--- config.mk ---
export PLATFORM = sky130hd
export DESIGN_NAME = ysyx_24100005_ifu
export DESIGN_NICKNAME = d
export VERILOG_FILES = /design/src/rtl/ysyx_24100005_pkg.sv /design/src/rtl/ysyx_24100005_ifu_pcgen.sv /design/src/rtl/ysyx_24100005_ifu.sv
export SDC_FILE = /design/constraint.sdc
export NUM_CORES = 1
export LEC_CHECK = 0
export CORE_UTILIZATION = 47
export DETAILED_ROUTE_END_ITERATION = 10
export PLACE_DENSITY_LB_ADDON = 0.12
export SETUP_SLACK_MARGIN = 0.05
export SKIP_CTS_REPAIR_TIMING = 1
export SLEW_MARGIN = 10
export SYNTH_ARGS = -nofsm -noshare
export SYNTH_HDL_FRONTEND = slang
export SYNTH_SLANG_ARGS = --single-unit
--- constraint.sdc ---
create_clock -name clk -period 8 [get_ports clk]
set_input_delay 1.6 -clock clk [delete_from_list [all_inputs] [get_ports clk]]
set_output_delay 1.6 -clock clk [all_outputs]
set_load 0.03 [all_outputs]
--- src/rtl/ysyx_24100005_pkg.sv ---
// Shared definitions for the instruction fetch unit: FSM encoding, reset PC
// and the alignment mask used to detect non-word-aligned fetch addresses.
package ysyx_24100005_pkg;

    localparam logic [31:0] RESET_PC_DEFAULT = 32'h8000_0000;
    localparam logic [1:0]  ALIGN_MASK       = 2'b11;

    typedef enum logic [1:0] {
        FETCH = 2'd0,
        WAIT  = 2'd1,
        HOLD  = 2'd2
    } ifu_state_t;

    // True when the low address bits select a non-word-aligned location.
    function automatic logic is_misaligned(input logic [1:0] addr_lsb);
        return |(addr_lsb & ALIGN_MASK);
    endfunction

endpackage

--- src/rtl/ysyx_24100005_ifu_pcgen.sv ---
// Next-PC selection for the fetch unit. A redirect always wins over the
// sequential advance; with neither, the PC holds.
module ysyx_24100005_ifu_pcgen
    import ysyx_24100005_pkg::*;
#(
    parameter int XLEN = 32
) (
    input  logic [XLEN-1:0] pc,
    input  logic            redirect_valid,
    input  logic [XLEN-1:0] redirect_pc,
    input  logic            advance,
    output logic [XLEN-1:0] next_pc,
    output logic            misaligned
);

    // Priority mux: redirect, then pc+4 (wraps naturally), then hold.
    always_comb begin
        next_pc = pc;
        if (redirect_valid) begin
            next_pc = redirect_pc;
        end else if (advance) begin
            next_pc = pc + XLEN'(4);
        end
    end

    assign misaligned = is_misaligned(pc[1:0]);

endmodule

--- src/rtl/ysyx_24100005_ifu.sv ---
// Instruction fetch unit: owns the PC, issues one instruction-memory read at
// a time and hands the fetched word to the core over a valid/ready channel.
//
// state | meaning
// FETCH | request imem at pc (or fault immediately if pc is misaligned)
// WAIT  | one request outstanding; drop=1 means its response is stale
// HOLD  | out_* valid and stable until consumed or redirected
module ysyx_24100005_ifu
    import ysyx_24100005_pkg::*;
#(
    parameter int              XLEN     = 32,
    parameter logic [XLEN-1:0] RESET_PC = XLEN'(RESET_PC_DEFAULT)
) (
    input  logic            clk,
    input  logic            rst,
    output logic            imem_req_valid,
    input  logic            imem_req_ready,
    output logic [XLEN-1:0] imem_req_addr,
    input  logic            imem_resp_valid,
    input  logic [XLEN-1:0] imem_resp_data,
    input  logic            imem_resp_err,
    output logic            out_valid,
    input  logic            out_ready,
    output logic [XLEN-1:0] out_inst,
    output logic [XLEN-1:0] out_pc,
    output logic            out_fault,
    input  logic            redirect_valid,
    input  logic [XLEN-1:0] redirect_pc
);

    ifu_state_t      state;
    ifu_state_t      state_nxt;
    logic [XLEN-1:0] pc;
    logic [XLEN-1:0] pc_nxt;
    logic            drop;
    logic            drop_nxt;
    logic            misaligned;
    logic            advance;
    logic            req_fire;
    logic            cap_en;
    logic            cap_fault;
    logic [XLEN-1:0] cap_inst;

    ysyx_24100005_ifu_pcgen #(
        .XLEN(XLEN)
    ) u_pcgen (
        .pc            (pc),
        .redirect_valid(redirect_valid),
        .redirect_pc   (redirect_pc),
        .advance       (advance),
        .next_pc       (pc_nxt),
        .misaligned    (misaligned)
    );

    // Sequential advance only when the held instruction is consumed.
    assign advance = (state == HOLD) && out_ready;

    // Request valid comes from registered state and pc only; the reset term
    // keeps the request quiet while the async reset is still asserted.
    assign imem_req_valid = (state == FETCH) && !misaligned && !rst;
    assign imem_req_addr  = pc;
    assign req_fire       = imem_req_valid && imem_req_ready;

    // Next-state, stale-response tracking and output capture decisions.
    always_comb begin
        state_nxt = state;
        drop_nxt  = drop;
        cap_en    = 1'b0;
        cap_fault = 1'b0;
        cap_inst  = '0;
        case (state)
            FETCH: begin
                if (misaligned) begin
                    // A redirect replaces the bad pc before it is reported.
                    if (!redirect_valid) begin
                        state_nxt = HOLD;
                        cap_en    = 1'b1;
                        cap_fault = 1'b1;
                    end
                end else if (req_fire) begin
                    // Request left with the old pc; a same-cycle redirect
                    // makes its response stale.
                    state_nxt = WAIT;
                    drop_nxt  = redirect_valid;
                end
            end
            WAIT: begin
                if (imem_resp_valid) begin
                    if (drop || redirect_valid) begin
                        state_nxt = FETCH;
                        drop_nxt  = 1'b0;
                    end else begin
                        state_nxt = HOLD;
                        cap_en    = 1'b1;
                        cap_fault = imem_resp_err;
                        cap_inst  = imem_resp_err ? '0 : imem_resp_data;
                    end
                end else if (redirect_valid) begin
                    drop_nxt = 1'b1;
                end
            end
            HOLD: begin
                if (redirect_valid || out_ready) begin
                    state_nxt = FETCH;
                end
            end
            default: begin
                state_nxt = FETCH;
                drop_nxt  = 1'b0;
            end
        endcase
    end

    // FSM state, pc and stale flag registers.
    always_ff @(posedge clk or posedge rst) begin
        if (rst) begin
            state <= FETCH;
            pc    <= RESET_PC;
            drop  <= 1'b0;
        end else begin
            state <= state_nxt;
            pc    <= pc_nxt;
            drop  <= drop_nxt;
        end
    end

    // Registered output channel; payload only changes when entering HOLD.
    always_ff @(posedge clk or posedge rst) begin
        if (rst) begin
            out_valid <= 1'b0;
            out_inst  <= '0;
            out_pc    <= '0;
            out_fault <= 1'b0;
        end else begin
            out_valid <= (state_nxt == HOLD);
            if (cap_en) begin
                out_inst  <= cap_inst;
                out_pc    <= pc;
                out_fault <= cap_fault;
            end
        end
    end

endmodule
==> results of run 1 <==
## final timing paths
path                       slack, ps  depth (start not counted)                end              start
max                             3010                          4     imem_req_valid                rst
min                              510                          1       out_inst[29]       out_inst[29]
max in group asynchronous       5160                          3  imem_req_addr[20]                rst
max reg2reg                     5570                          4  imem_req_addr[27]  imem_req_addr[11]
min in group asynchronous       1590                          2        out_inst[1]                rst
min reg2reg                      510                          1       out_inst[29]       out_inst[29]
## flip-flops by register name (all words and copies together) (netlist names)
| register | cells |
|---|---|
| drop | 1 |
| imem_req_addr | 32 |
| out_fault | 1 |
| out_inst | 32 |
| out_pc | 32 |
| out_valid | 1 |
| state | 2 |
## cells by family after synthesis
family          after synthesis  synth area share (%)
buf+inv                      31                  3.18
xor+xnor                     10                  1.99
compound gates               82                  14.0
flops                       101                  57.3
mux                          35                  8.91
fa+ha+maj                     1                 0.284
simple gates                112                  14.3
## metal layers
metal / routed length, um / vias to the layer above
met5: 0 / -
met4: 116 / 0
met3: 562 / 8
met2: 5640 / 119
met1: 4980 / 1806
li1: - / 1711
## cells in the final DEF, fill, tap and decap left out, types with 4 or more instances in the layout
cell,count
clkdlybuf4s50_1,169
dfrtp_1,100
mux2_2,34
a22o_1,32
nand2_1,29
nor2_1,24
or4_1,20
a31oi_1,15
o21ai_0,13
o31ai_1,13
nand3_1,11
clkbuf_8,9
xnor2_1,8
nand4_1,6
inv_1,5
nor3_1,4
o211ai_1,4
buf_4,4
## power breakdown
| part | leakage (nW) | total [W] | internal, W | switching, W |
|---|---|---|---|---|
| clock | 0.101 | 0.000336 | 0.000149 | 0.000187 |
| sequential | 1.26 | 0.000645 | 0.000585 | 0.0000601 |
| combinational | 1.24 | 0.000474 | 0.000222 | 0.000252 |
| total | 2.60 | 0.00146 | 0.000956 | 0.000499 |
## per-stage QoR
step | std cells | utilization (%) | setup slack [ps] | cell area [sq um]
floorplan | 372 | - | 3750 | 4410
global placement | 629 | 69.5 | 3080 | 6180
detailed placement | 629 | 69.5 | 3020 | 6180
CTS | 645 | 71.8 | 3020 | 6380
global route | 645 | 71.8 | 2960 | 6380
finish | 645 | 71.8 | 3010 | 6380
## worst max-delay path: stages
cell	delay, ps
clkdlybuf4s50_1	460
or4_1	430
nor2_1	180
clkdlybuf4s50_1	710
## layout make-up
type / count / area (sq um)
clock buffers: 9 / 124
clock inverters: 7 / 81.3
fillers: 654 / 2510
inverters: 7 / 28.8
multi-input cells: 240 / 1760
flip-flops and latches: 101 / 2530
well taps: 108 / 135
repair buffers: 173 / 1720
==> metrics.txt, run 1 <==
# TYPE chip_impl_metric gauge
chip_impl_metric{name="synth_enable_flop_cells",unit=""} 0
chip_impl_metric{name="cts.htree.levels",unit=""} 3
chip_impl_metric{name="synth_warnings",unit=""} 0
chip_impl_info{name="synth_top_area_cell",value="dfrtp_1"} 1
chip_impl_metric{name="core_area",unit="sq um"} 8890
chip_impl_info{name="kind_of_critical_path",value="input port to output port"} 1
chip_impl_info{name="worst_hold_path_type",value="flip-flop to flip-flop"} 1
chip_impl_metric{name="report.final.setup_viol",unit=""} 0
chip_impl_metric{name="met2_track_demand_over_resource_in_global_routing",unit="%"} 38.4
chip_impl_metric{name="global_route_wire_length_before_repair",unit="um"} 18500
chip_impl_metric{name="finalCritPeriodShare",unit="%"} 62.3
chip_impl_metric{name="synth_cells",unit=""} 372
chip_impl_metric{name="cp_required",unit="ps"} 6400
chip_impl_metric{name="finalSetupTns",unit="ps"} 0
chip_impl_metric{name="syn-num-nets",unit=""} 444
chip_impl_metric{name="viasPerCell",unit=""} 5.65
chip_impl_metric{name="placementRows",unit=""} 34
chip_impl_metric{name="critical_path_peak_fanout",unit=""} 3
chip_impl_metric{name="grt_start_max_net_pins",unit=""} 74
chip_impl_metric{name="dr_total_vias",unit=""} 3644
chip_impl_metric{name="gr-usage-met1",unit="%"} 33.5
chip_impl_metric{name="start_util",unit="%"} 49.6
chip_impl_metric{name="synth_seq_cells",unit=""} 101
chip_impl_metric{name="detail_route.iter0.violations",unit=""} 172
chip_impl_metric{name="clkTransAtPathRegs",unit="ps"} 100
chip_impl_metric{name="buffer_ports.inserted",unit=""} 169
chip_impl_metric{name="fin_worst_hold_slack",unit="ps"} 507
chip_impl_metric{name="finalNetCount",unit=""} 604
chip_impl_metric{name="maxClockFrequency",unit="GHz"} 0.201
chip_impl_metric{name="seq_total_area_yosys",unit="%"} 57.3
chip_impl_metric{name="yosys.cell_types.count",unit=""} 40
chip_impl_metric{name="antennaDiodeCount",unit=""} 0
chip_impl_metric{name="dieWidth",unit="um"} 98.9
chip_impl_info{name="synth.area.top_cells",value="dfrtp_1, mux2_2, a22o_1, or4_1, nand2_1"} 1
chip_impl_metric{name="final_ant_viol_nets",unit=""} 0
chip_impl_metric{name="totalWireLength",unit="um"} 11300
chip_impl_metric{name="synth_area_per_cell",unit="sq um"} 11.9
chip_impl_metric{name="vdd.ir_drop.worst",unit="V"} 0.000202
chip_impl_info{name="synth_top_flop_cell",value="dfrtp_1"} 1
chip_impl_metric{name="worst-slew-pin-transition",unit="ps"} 1150
chip_impl_info{name="end_kind",value="output port"} 1
chip_impl_metric{name="period_needed",unit="ps"} 4990
chip_impl_metric{name="area_enclosed_by_the_die_boundary",unit="sq um"} 9770
chip_impl_metric{name="max-clock-path-buffers",unit=""} 2
chip_impl_metric{name="clkLatencyLatePin",unit="ps"} 360
chip_impl_metric{name="antenna_found_initial",unit=""} 0
chip_impl_info{name="busiest_layer",value="met2"} 1
chip_impl_info{name="root_buffer",value="clkbuf_8"} 1
chip_impl_metric{name="power-per-cell-area",unit="nW/um^2"} 228
chip_impl_metric{name="num_io_pins",unit=""} 170
chip_impl_metric{name="remaining_routing_drc_violations",unit=""} 0
chip_impl_metric{name="syn_to_final_growth",unit="%"} 44.7
chip_impl_metric{name="worst_clock_skew",unit="ps"} 14.1
chip_impl_metric{name="power.total",unit="W"} 0.00146
chip_impl_info{name="cts_tree",value="built"} 1
chip_impl_metric{name="p_leak",unit="nW"} 2.60
chip_impl_metric{name="clock_sinks",unit=""} 101
chip_impl_metric{name="report.final.slew_viol_count",unit=""} 0
chip_impl_metric{name="cap_violations",unit=""} 0
chip_impl_metric{name="drt_pre_antenna_iters",unit=""} 5
chip_impl_metric{name="die_y",unit="um"} 98.9
chip_impl_metric{name="cp_data_arrival_time",unit="ps"} 3390
chip_impl_metric{name="globalplace.congestion",unit=""} 0.817
chip_impl_metric{name="grt_overflow_total",unit=""} 0
chip_impl_metric{name="dp_hpwl",unit="um"} 7820
chip_impl_metric{name="grt_pass1_vias",unit=""} 3574
chip_impl_metric{name="globalRouteTotalUtil",unit="%"} 24.0
chip_impl_metric{name="synth-async-reset-ratio",unit="%"} 100
chip_impl_info{name="synth.most_common_cell",value="dfrtp_1"} 1
chip_impl_metric{name="timing.slew.headroom",unit="%"} 23.0
chip_impl_metric{name="globalRouteMet3Util",unit="%"} 4.26
chip_impl_info{name="rsz0062_at_grt",value="no"} 1
chip_impl_info{name="start_kind",value="input port"} 1
chip_impl_metric{name="syn-cell-area",unit="sq um"} 4410
chip_impl_info{name="outcome",value="completed"} 1
chip_impl_metric{name="final_layout_size_suffix_gt1_share",unit="%"} 11.4
chip_impl_metric{name="numCtsBuffers",unit=""} 9
chip_impl_info{name="synth.top_cells.by_count",value="dfrtp_1, mux2_2, a22o_1"} 1
chip_impl_metric{name="post-synth-top-area-fraction",unit="%"} 56.8
chip_impl_metric{name="finalHoldViolations",unit=""} 0
chip_impl_metric{name="wl_per_cell",unit="um"} 17.5
Power figures use the tool's default switching activity.
==> run 2, diff against run 1 <==
--- a/config.mk
+++ b/config.mk
@@ -5,7 +5,7 @@
 export SDC_FILE = /design/constraint.sdc
 export NUM_CORES = 1
 export LEC_CHECK = 0
-export CORE_UTILIZATION = 47
+export CORE_UTILIZATION = 44
 export DETAILED_ROUTE_END_ITERATION = 10
 export PLACE_DENSITY_LB_ADDON = 0.12
 export SETUP_SLACK_MARGIN = 0.05
==> constraint.sdc (replaced) <==
create_clock -name clk -period 4.68 [get_ports clk]
set_input_delay 0.936 -clock clk [delete_from_list [all_inputs] [get_ports clk]]
set_output_delay 0.936 -clock clk [all_outputs]
set_load 0.03 [all_outputs]
==> run 2 against run 1 <==
Against the previous run: design area increased by 0.71%; setup slack got worse by 1900 ps; hold slack about the same; die area increased by 6.7%; sequential power increased by 71%; core utilization decreased by 5.7 points; wire length increased by 0.50%; global-route usage decreased by 1.3 points; critical endpoint unchanged.
==> metrics.txt, run 2 (same netlist as run 1, synthesis figures left out) <==
# TYPE chip_impl_metric gauge
chip_impl_metric{name="finalNetCount",unit=""} 606
chip_impl_metric{name="dr_total_vias",unit=""} 3638
chip_impl_metric{name="wl_per_cell",unit="um"} 16.9
chip_impl_metric{name="sequential_standard_cell_area",unit="sq um"} 2530
chip_impl_metric{name="globalRouteTotalUtil",unit="%"} 22.7
chip_impl_metric{name="worst-slew-pin-transition",unit="ps"} 1080
chip_impl_metric{name="p_leak",unit="nW"} 2.61
chip_impl_metric{name="max-clock-path-buffers",unit=""} 2
chip_impl_info{name="outcome",value="completed"} 1
chip_impl_metric{name="power_frac_comb",unit="%"} 32.7
chip_impl_metric{name="power-per-cell-area",unit="nW/um^2"} 387
chip_impl_metric{name="power.total",unit="W"} 0.00249
chip_impl_info{name="mostFrequentLayoutCell",value="clkdlybuf4s50_1"} 1
chip_impl_info{name="critical_path.most_common_cell",value="clkdlybuf4s50_1"} 1
chip_impl_metric{name="finalSetupTns",unit="ps"} 0
chip_impl_metric{name="cellInternalPower",unit="W"} 0.00164
chip_impl_info{name="worst_hold_path_type",value="flip-flop to flip-flop"} 1
chip_impl_metric{name="report.final.slew_viol_count",unit=""} 0
chip_impl_metric{name="period_needed",unit="ps"} 3590
chip_impl_metric{name="syn_to_final_growth",unit="%"} 45.7
chip_impl_metric{name="finalHoldViolations",unit=""} 0
chip_impl_metric{name="fin_ws",unit="ps"} 1090
chip_impl_metric{name="finalCritPeriodShare",unit="%"} 76.8
chip_impl_metric{name="timing.slew.headroom",unit="%"} 28.0
chip_impl_metric{name="maxClockFrequency",unit="GHz"} 0.278
chip_impl_metric{name="antenna_found_initial",unit=""} 0
chip_impl_info{name="cp_cell_sequence",value="clkdlybuf4s50_1 > or4_1 > nor2_1 > clkdlybuf4s50_1"} 1
chip_impl_metric{name="swShare",unit="%"} 34.3
chip_impl_metric{name="num_io_pins",unit=""} 170
chip_impl_metric{name="area_enclosed_by_the_die_boundary",unit="sq um"} 10400
chip_impl_metric{name="core_area",unit="sq um"} 9730
chip_impl_metric{name="numCtsBuffers",unit=""} 9
chip_impl_metric{name="dp_hpwl",unit="um"} 7950
chip_impl_metric{name="viasPerCell",unit=""} 5.41
chip_impl_metric{name="remaining_routing_drc_violations",unit=""} 0
chip_impl_info{name="crit_slowest_cell",value="clkdlybuf4s50_1"} 1
chip_impl_info{name="kind_of_critical_path",value="input port to output port"} 1
chip_impl_info{name="start_kind",value="input port"} 1
chip_impl_info{name="cp_top_family",value="buffers and inverters"} 1
chip_impl_metric{name="placementRows",unit=""} 36
chip_impl_metric{name="timing.critical_path.buf_inv",unit=""} 2
chip_impl_metric{name="clock_power_share",unit="%"} 23.2
chip_impl_metric{name="antennaDiodeCount",unit=""} 0
chip_impl_info{name="most-common-layout-cells",value="clkdlybuf4s50_1, dfrtp_1, mux2_2, a22o_1, nand2_1"} 1
chip_impl_metric{name="power_share_of_the_sequential_group",unit="%"} 44.2
chip_impl_metric{name="critical_path_peak_fanout",unit=""} 3
chip_impl_metric{name="final_core_util",unit="%"} 66.0
chip_impl_metric{name="final.fill_count",unit=""} 790
chip_impl_metric{name="clock_sinks",unit=""} 101
chip_impl_metric{name="placedInstanceArea",unit="sq um"} 6220
chip_impl_metric{name="start_util",unit="%"} 45.3
chip_impl_info{name="end_kind",value="output port"} 1
chip_impl_metric{name="cap_violations",unit=""} 0
chip_impl_metric{name="detail_route.iter0.violations",unit=""} 130
chip_impl_metric{name="power.net_switching",unit="W"} 0.000853
chip_impl_metric{name="grt_overflow_total",unit=""} 0
chip_impl_metric{name="multi_input_area",unit="sq um"} 1760
chip_impl_metric{name="cts.htree.levels",unit=""} 3
chip_impl_metric{name="clkLatencyLatePin",unit="ps"} 360
chip_impl_metric{name="die_y",unit="um"} 102
chip_impl_metric{name="report.final.setup_viol",unit=""} 0
chip_impl_metric{name="global_route_wire_length_before_repair",unit="um"} 18400
chip_impl_metric{name="cp_slowest_stage_delay",unit="ps"} 700
chip_impl_metric{name="globalplace.congestion",unit=""} 0.803
chip_impl_info{name="root_buffer",value="clkbuf_8"} 1
chip_impl_metric{name="design_area",unit="sq um"} 6430
chip_impl_metric{name="clkTransAtPathRegs",unit="ps"} 100
chip_impl_info{name="cts_tree",value="built"} 1
chip_impl_metric{name="vdd.ir_drop.worst",unit="V"} 0.000266
chip_impl_metric{name="drt_pre_antenna_iters",unit=""} 4
chip_impl_metric{name="buffer_ports.inserted",unit=""} 169
chip_impl_metric{name="worst_clock_skew",unit="ps"} 11.5
chip_impl_metric{name="dieWidth",unit="um"} 102
chip_impl_metric{name="cp_required",unit="ps"} 3740
chip_impl_metric{name="final_ant_viol_nets",unit=""} 0
chip_impl_info{name="rsz0062_at_grt",value="no"} 1
chip_impl_metric{name="grt_pass1_vias",unit=""} 3581
chip_impl_metric{name="grt_start_max_net_pins",unit=""} 44
chip_impl_metric{name="preCtsSetupSlack",unit="ps"} 1090
chip_impl_metric{name="totalWireLength",unit="um"} 11400
chip_impl_metric{name="cp_data_arrival_time",unit="ps"} 2660
chip_impl_metric{name="final_layout_size_suffix_gt1_share",unit="%"} 11.7
run 2: changes by cell type in the layout (fill, tap and decap cells not counted):
cell      before  now
clkinv_4       2    1
inv_8          0    1
inv_6          3    2
buf_4          4    6
clkinv_2       0    1
run 2: power groups by stage:
stage / sequential, W / combinational (W) / clock [W]
2_1_floorplan: 0.00135 / 0.000211 / 0
3_3_place_gp: 0.00111 / 0.000810 / 0
3_5_place_dp: 0.00112 / 0.000818 / 0
4_1_cts: 0.00110 / 0.000821 / 0.000595
5_1_grt: 0.00112 / 0.000861 / 0.000624
6_report: 0.00110 / 0.000813 / 0.000577
run 2: layout make-up:
type | instances | share of cell area (%)
tap | 133 | 2.59
timing repair buffer | 175 | 27.0
sequential | 101 | 39.3
clock inverter | 7 | 1.25
clock buffer | 9 | 1.93
multi-input combinational | 240 | 27.4
inverter | 7 | 0.448
run 2: worst paths after layout:
check                                   from                end  slack, ps  cells after the start
worst min-delay path            out_inst[23]       out_inst[23]        510                      1
min in group asynchronous                rst        out_inst[2]        930                      2
worst max-delay path                     rst     imem_req_valid       1090                      4
max in group asynchronous                rst   imem_req_addr[9]       2810                      3
worst min register to register  out_inst[23]       out_inst[23]        510                      1
worst max register to register      state[0]  imem_req_addr[17]       2250                      4
run 2: through the flow:
| stage | std cells | hold WS (ps) |
|---|---|---|
| global placement | 656 | 482 |
| global route | 672 | 527 |
| floorplan | 372 | 560 |
| CTS | 672 | 514 |
| finish | 672 | 507 |
| detailed placement | 656 | 480 |
run 2: layer usage:
layer / vias up / track usage [%] / share of wire (%)
li1: 1714 / - / -
met1: 1801 / 31.6 / 44
met2: 112 / 35.2 / 48
met3: 11 / 5.47 / 6.3
met4: 0 / 7.25 / 1.2
met5: - / 0 / 0
==> run 3, diff against run 2 <==
--- a/config.mk
+++ b/config.mk
@@ -5,7 +5,7 @@
 export SDC_FILE = /design/constraint.sdc
 export NUM_CORES = 1
 export LEC_CHECK = 0
-export CORE_UTILIZATION = 44
+export CORE_UTILIZATION = 40
 export DETAILED_ROUTE_END_ITERATION = 10
 export PLACE_DENSITY_LB_ADDON = 0.12
 export SETUP_SLACK_MARGIN = 0.05
==> constraint.sdc (replaced) <==
create_clock -name clk -period 3.2 [get_ports clk]
set_input_delay 0.64 -clock clk [delete_from_list [all_inputs] [get_ports clk]]
set_output_delay 0.64 -clock clk [all_outputs]
set_load 0.03 [all_outputs]
==> run 3 against run 2 <==
Against the previous run: hold slack got worse by 4.2 ps; via count decreased by 1.2%; combinational power increased by 48%; non-clock buffer count increased by 2; cell count increased by 0.74%; clock power increased by 56%; sequential share of layout area decreased by 0.32 points; first-iteration DRC count decreased by 14%; design area increased by 0.82%; core utilization decreased by 4.4 points; largest cell class unchanged; largest power group unchanged; highest routed layer unchanged.
==> metrics.txt, run 3 (same netlist as run 1, synthesis figures left out) <==
# TYPE chip_impl_metric gauge
chip_impl_metric{name="finalSetupTns",unit="ps"} 0
chip_impl_metric{name="worst-slew-pin-transition",unit="ps"} 523
chip_impl_metric{name="reg2regPathDepth",unit=""} 4
chip_impl_metric{name="detail_route.iter0.violations",unit=""} 112
chip_impl_metric{name="syn_to_final_growth",unit="%"} 46.9
chip_impl_info{name="cp-endpoint",value="imem_req_valid"} 1
chip_impl_metric{name="timing.slew.headroom",unit="%"} 65.2
chip_impl_metric{name="dp_hpwl",unit="um"} 7820
chip_impl_metric{name="num_io_pins",unit=""} 170
chip_impl_metric{name="globalRouteTotalUtil",unit="%"} 20.7
chip_impl_metric{name="worst-r2r-setup-slack",unit="ps"} 800
chip_impl_info{name="crit_path_start",value="rst"} 1
chip_impl_metric{name="die_y",unit="um"} 107
chip_impl_metric{name="dr_total_vias",unit=""} 3594
chip_impl_metric{name="final_core_util",unit="%"} 61.7
chip_impl_metric{name="cellInternalPower",unit="W"} 0.00249
chip_impl_metric{name="dieWidth",unit="um"} 107
chip_impl_metric{name="dpl.cell_count",unit=""} 661
chip_impl_metric{name="grt_start_max_net_pins",unit=""} 102
chip_impl_info{name="timing.rr.end",value="imem_req_addr[30]"} 1
chip_impl_info{name="worst_hold_path_type",value="flip-flop to flip-flop"} 1
chip_impl_info{name="mostFrequentLayoutCell",value="clkdlybuf4s50_1"} 1
chip_impl_metric{name="worst_clock_skew",unit="ps"} 12.4
chip_impl_metric{name="antennaDiodeCount",unit=""} 0
chip_impl_metric{name="global_route_wire_length_before_repair",unit="um"} 18400
chip_impl_info{name="most-common-layout-cells",value="clkdlybuf4s50_1, dfrtp_1, mux2_2, a22o_1, nand2_1"} 1
chip_impl_info{name="kind_of_critical_path",value="input port to output port"} 1
chip_impl_metric{name="power_share_of_the_sequential_group",unit="%"} 43.3
chip_impl_info{name="rsz0062_at_grt",value="no"} 1
chip_impl_metric{name="finalHoldViolations",unit=""} 0
chip_impl_metric{name="p_leak",unit="nW"} 2.63
chip_impl_metric{name="cp_required",unit="ps"} 2560
chip_impl_metric{name="max-clock-path-buffers",unit=""} 2
chip_impl_metric{name="report.final.setup_viol",unit=""} 0
chip_impl_metric{name="grt_overflow_total",unit=""} 0
chip_impl_metric{name="finalNetCount",unit=""} 608
chip_impl_metric{name="finalCritPeriodShare",unit="%"} 95.0
chip_impl_metric{name="power.net_switching",unit="W"} 0.00122
chip_impl_metric{name="clock_sinks",unit=""} 101
chip_impl_metric{name="grt_pass1_vias",unit=""} 3560
chip_impl_metric{name="cts.htree.levels",unit=""} 3
chip_impl_metric{name="final.fill_count",unit=""} 888
chip_impl_metric{name="swShare",unit="%"} 32.9
chip_impl_info{name="worst_r2r_start",value="imem_req_addr[12]"} 1
chip_impl_metric{name="buffer_ports.inserted",unit=""} 169
chip_impl_metric{name="report.final.slew_viol_count",unit=""} 0
chip_impl_metric{name="start_util",unit="%"} 42.0
chip_impl_metric{name="clkTransAtPathRegs",unit="ps"} 90
chip_impl_metric{name="drt_pre_antenna_iters",unit=""} 4
chip_impl_metric{name="placementRows",unit=""} 37
chip_impl_metric{name="viasPerCell",unit=""} 5.31
chip_impl_info{name="start_kind",value="input port"} 1
chip_impl_info{name="outcome",value="completed"} 1
chip_impl_metric{name="numCtsBuffers",unit=""} 9
chip_impl_metric{name="final_layout_size_suffix_gt1_share",unit="%"} 12.0
chip_impl_metric{name="antenna_found_initial",unit=""} 0
chip_impl_metric{name="post_route_insts_no_fill",unit=""} 677
chip_impl_metric{name="cap_violations",unit=""} 0
chip_impl_metric{name="area_enclosed_by_the_die_boundary",unit="sq um"} 11400
chip_impl_info{name="root_buffer",value="clkbuf_8"} 1
chip_impl_info{name="end_kind",value="output port"} 1
chip_impl_metric{name="cp_data_arrival_time",unit="ps"} 2400
chip_impl_metric{name="period_needed",unit="ps"} 3040
chip_impl_metric{name="totalWireLength",unit="um"} 11300
chip_impl_metric{name="clkLatencyLatePin",unit="ps"} 370
chip_impl_metric{name="clock_power_share",unit="%"} 24.3
chip_impl_metric{name="power-per-cell-area",unit="nW/um^2"} 572
chip_impl_metric{name="maxClockFrequency",unit="GHz"} 0.329
chip_impl_metric{name="power_frac_comb",unit="%"} 32.4
chip_impl_metric{name="critical_path_peak_fanout",unit=""} 3
chip_impl_metric{name="final_ant_viol_nets",unit=""} 0
chip_impl_metric{name="preCtsSetupSlack",unit="ps"} 167
chip_impl_info{name="cts_tree",value="built"} 1
chip_impl_metric{name="fin_ws",unit="ps"} 159
chip_impl_metric{name="wl_per_cell",unit="um"} 16.7
chip_impl_metric{name="core_area",unit="sq um"} 10500
chip_impl_metric{name="globalplace.congestion",unit=""} 0.775
chip_impl_metric{name="vdd.ir_drop.worst",unit="V"} 0.000492
chip_impl_metric{name="remaining_routing_drc_violations",unit=""} 0
run 3: cell types whose count changed in the layout (fill, tap and decap cells not counted):
cell,previous run,this run
bufinv_16,1,2
buf_4,6,7
clkbuf_8,9,10
buf_12,0,1
inv_8,1,0
clkinv_2,1,2
inv_4,1,0
inv_6,2,0
clkinvlp_4,1,2
run 3: final cells by class:
type | count | area (sq um) | share of cell area [%]
inverter | 7 | 30.0 | 0.463
tap | 136 | 170 | 2.63
timing repair buffer | 177 | 1760 | 27.2
clock inverter | 6 | 86.3 | 1.33
multi-input combinational | 240 | 1760 | 27.2
clock buffer | 10 | 138 | 2.12
sequential | 101 | 2530 | 39.0
run 3: critical path: stages:
cell and delay [ps]:
clkdlybuf4s50_1 460, or4_1 410, nor2_1 180, clkdlybuf4s50_1 710
run 3: layer usage:
| layer | share of wire (%) | global-route usage, % | up-vias |
|---|---|---|---|
| li1 | - | - | 1719 |
| met5 | 0 | 0 | - |
| met1 | 45 | 28.4 | 1749 |
| met3 | 5.4 | 5.47 | 16 |
| met4 | 1.8 | 7.44 | 0 |
| met2 | 47 | 31.5 | 110 |
run 3: metrics by stage:
step | cell area (sq um) | hold WS (ps) | total power, W
6_report | 6480 | 503 | 0.00371
5_1_grt | 6480 | 524 | 0.00389
4_1_cts | 6480 | 510 | 0.00375
3_5_place_dp | 6250 | 484 | 0.00284
3_3_place_gp | 6250 | 482 | 0.00282
2_1_floorplan | 4410 | 560 | 0.00228
run 3: power groups by stage:
stage                     logic [W]  clock network (W)  registers, W
after global placement      0.00120                  0       0.00162
after floorplan            0.000309                  0       0.00197
after detailed placement    0.00121                  0       0.00163
final                       0.00120           0.000902       0.00160
after CTS                   0.00121           0.000934       0.00161
after global routing        0.00127           0.000987       0.00164
run 3: how the worst min path moves through the flow:
stage                      start           end  slack, ps  cells after the start
finish              out_inst[29]  out_inst[29]        500                      1
floorplan               state[1]          drop        560                      2
global route        out_inst[29]  out_inst[29]        520                      1
CTS                 out_inst[29]  out_inst[29]        510                      1
global placement    out_inst[10]  out_inst[10]        480                      1
detailed placement   out_inst[5]   out_inst[5]        480                      1
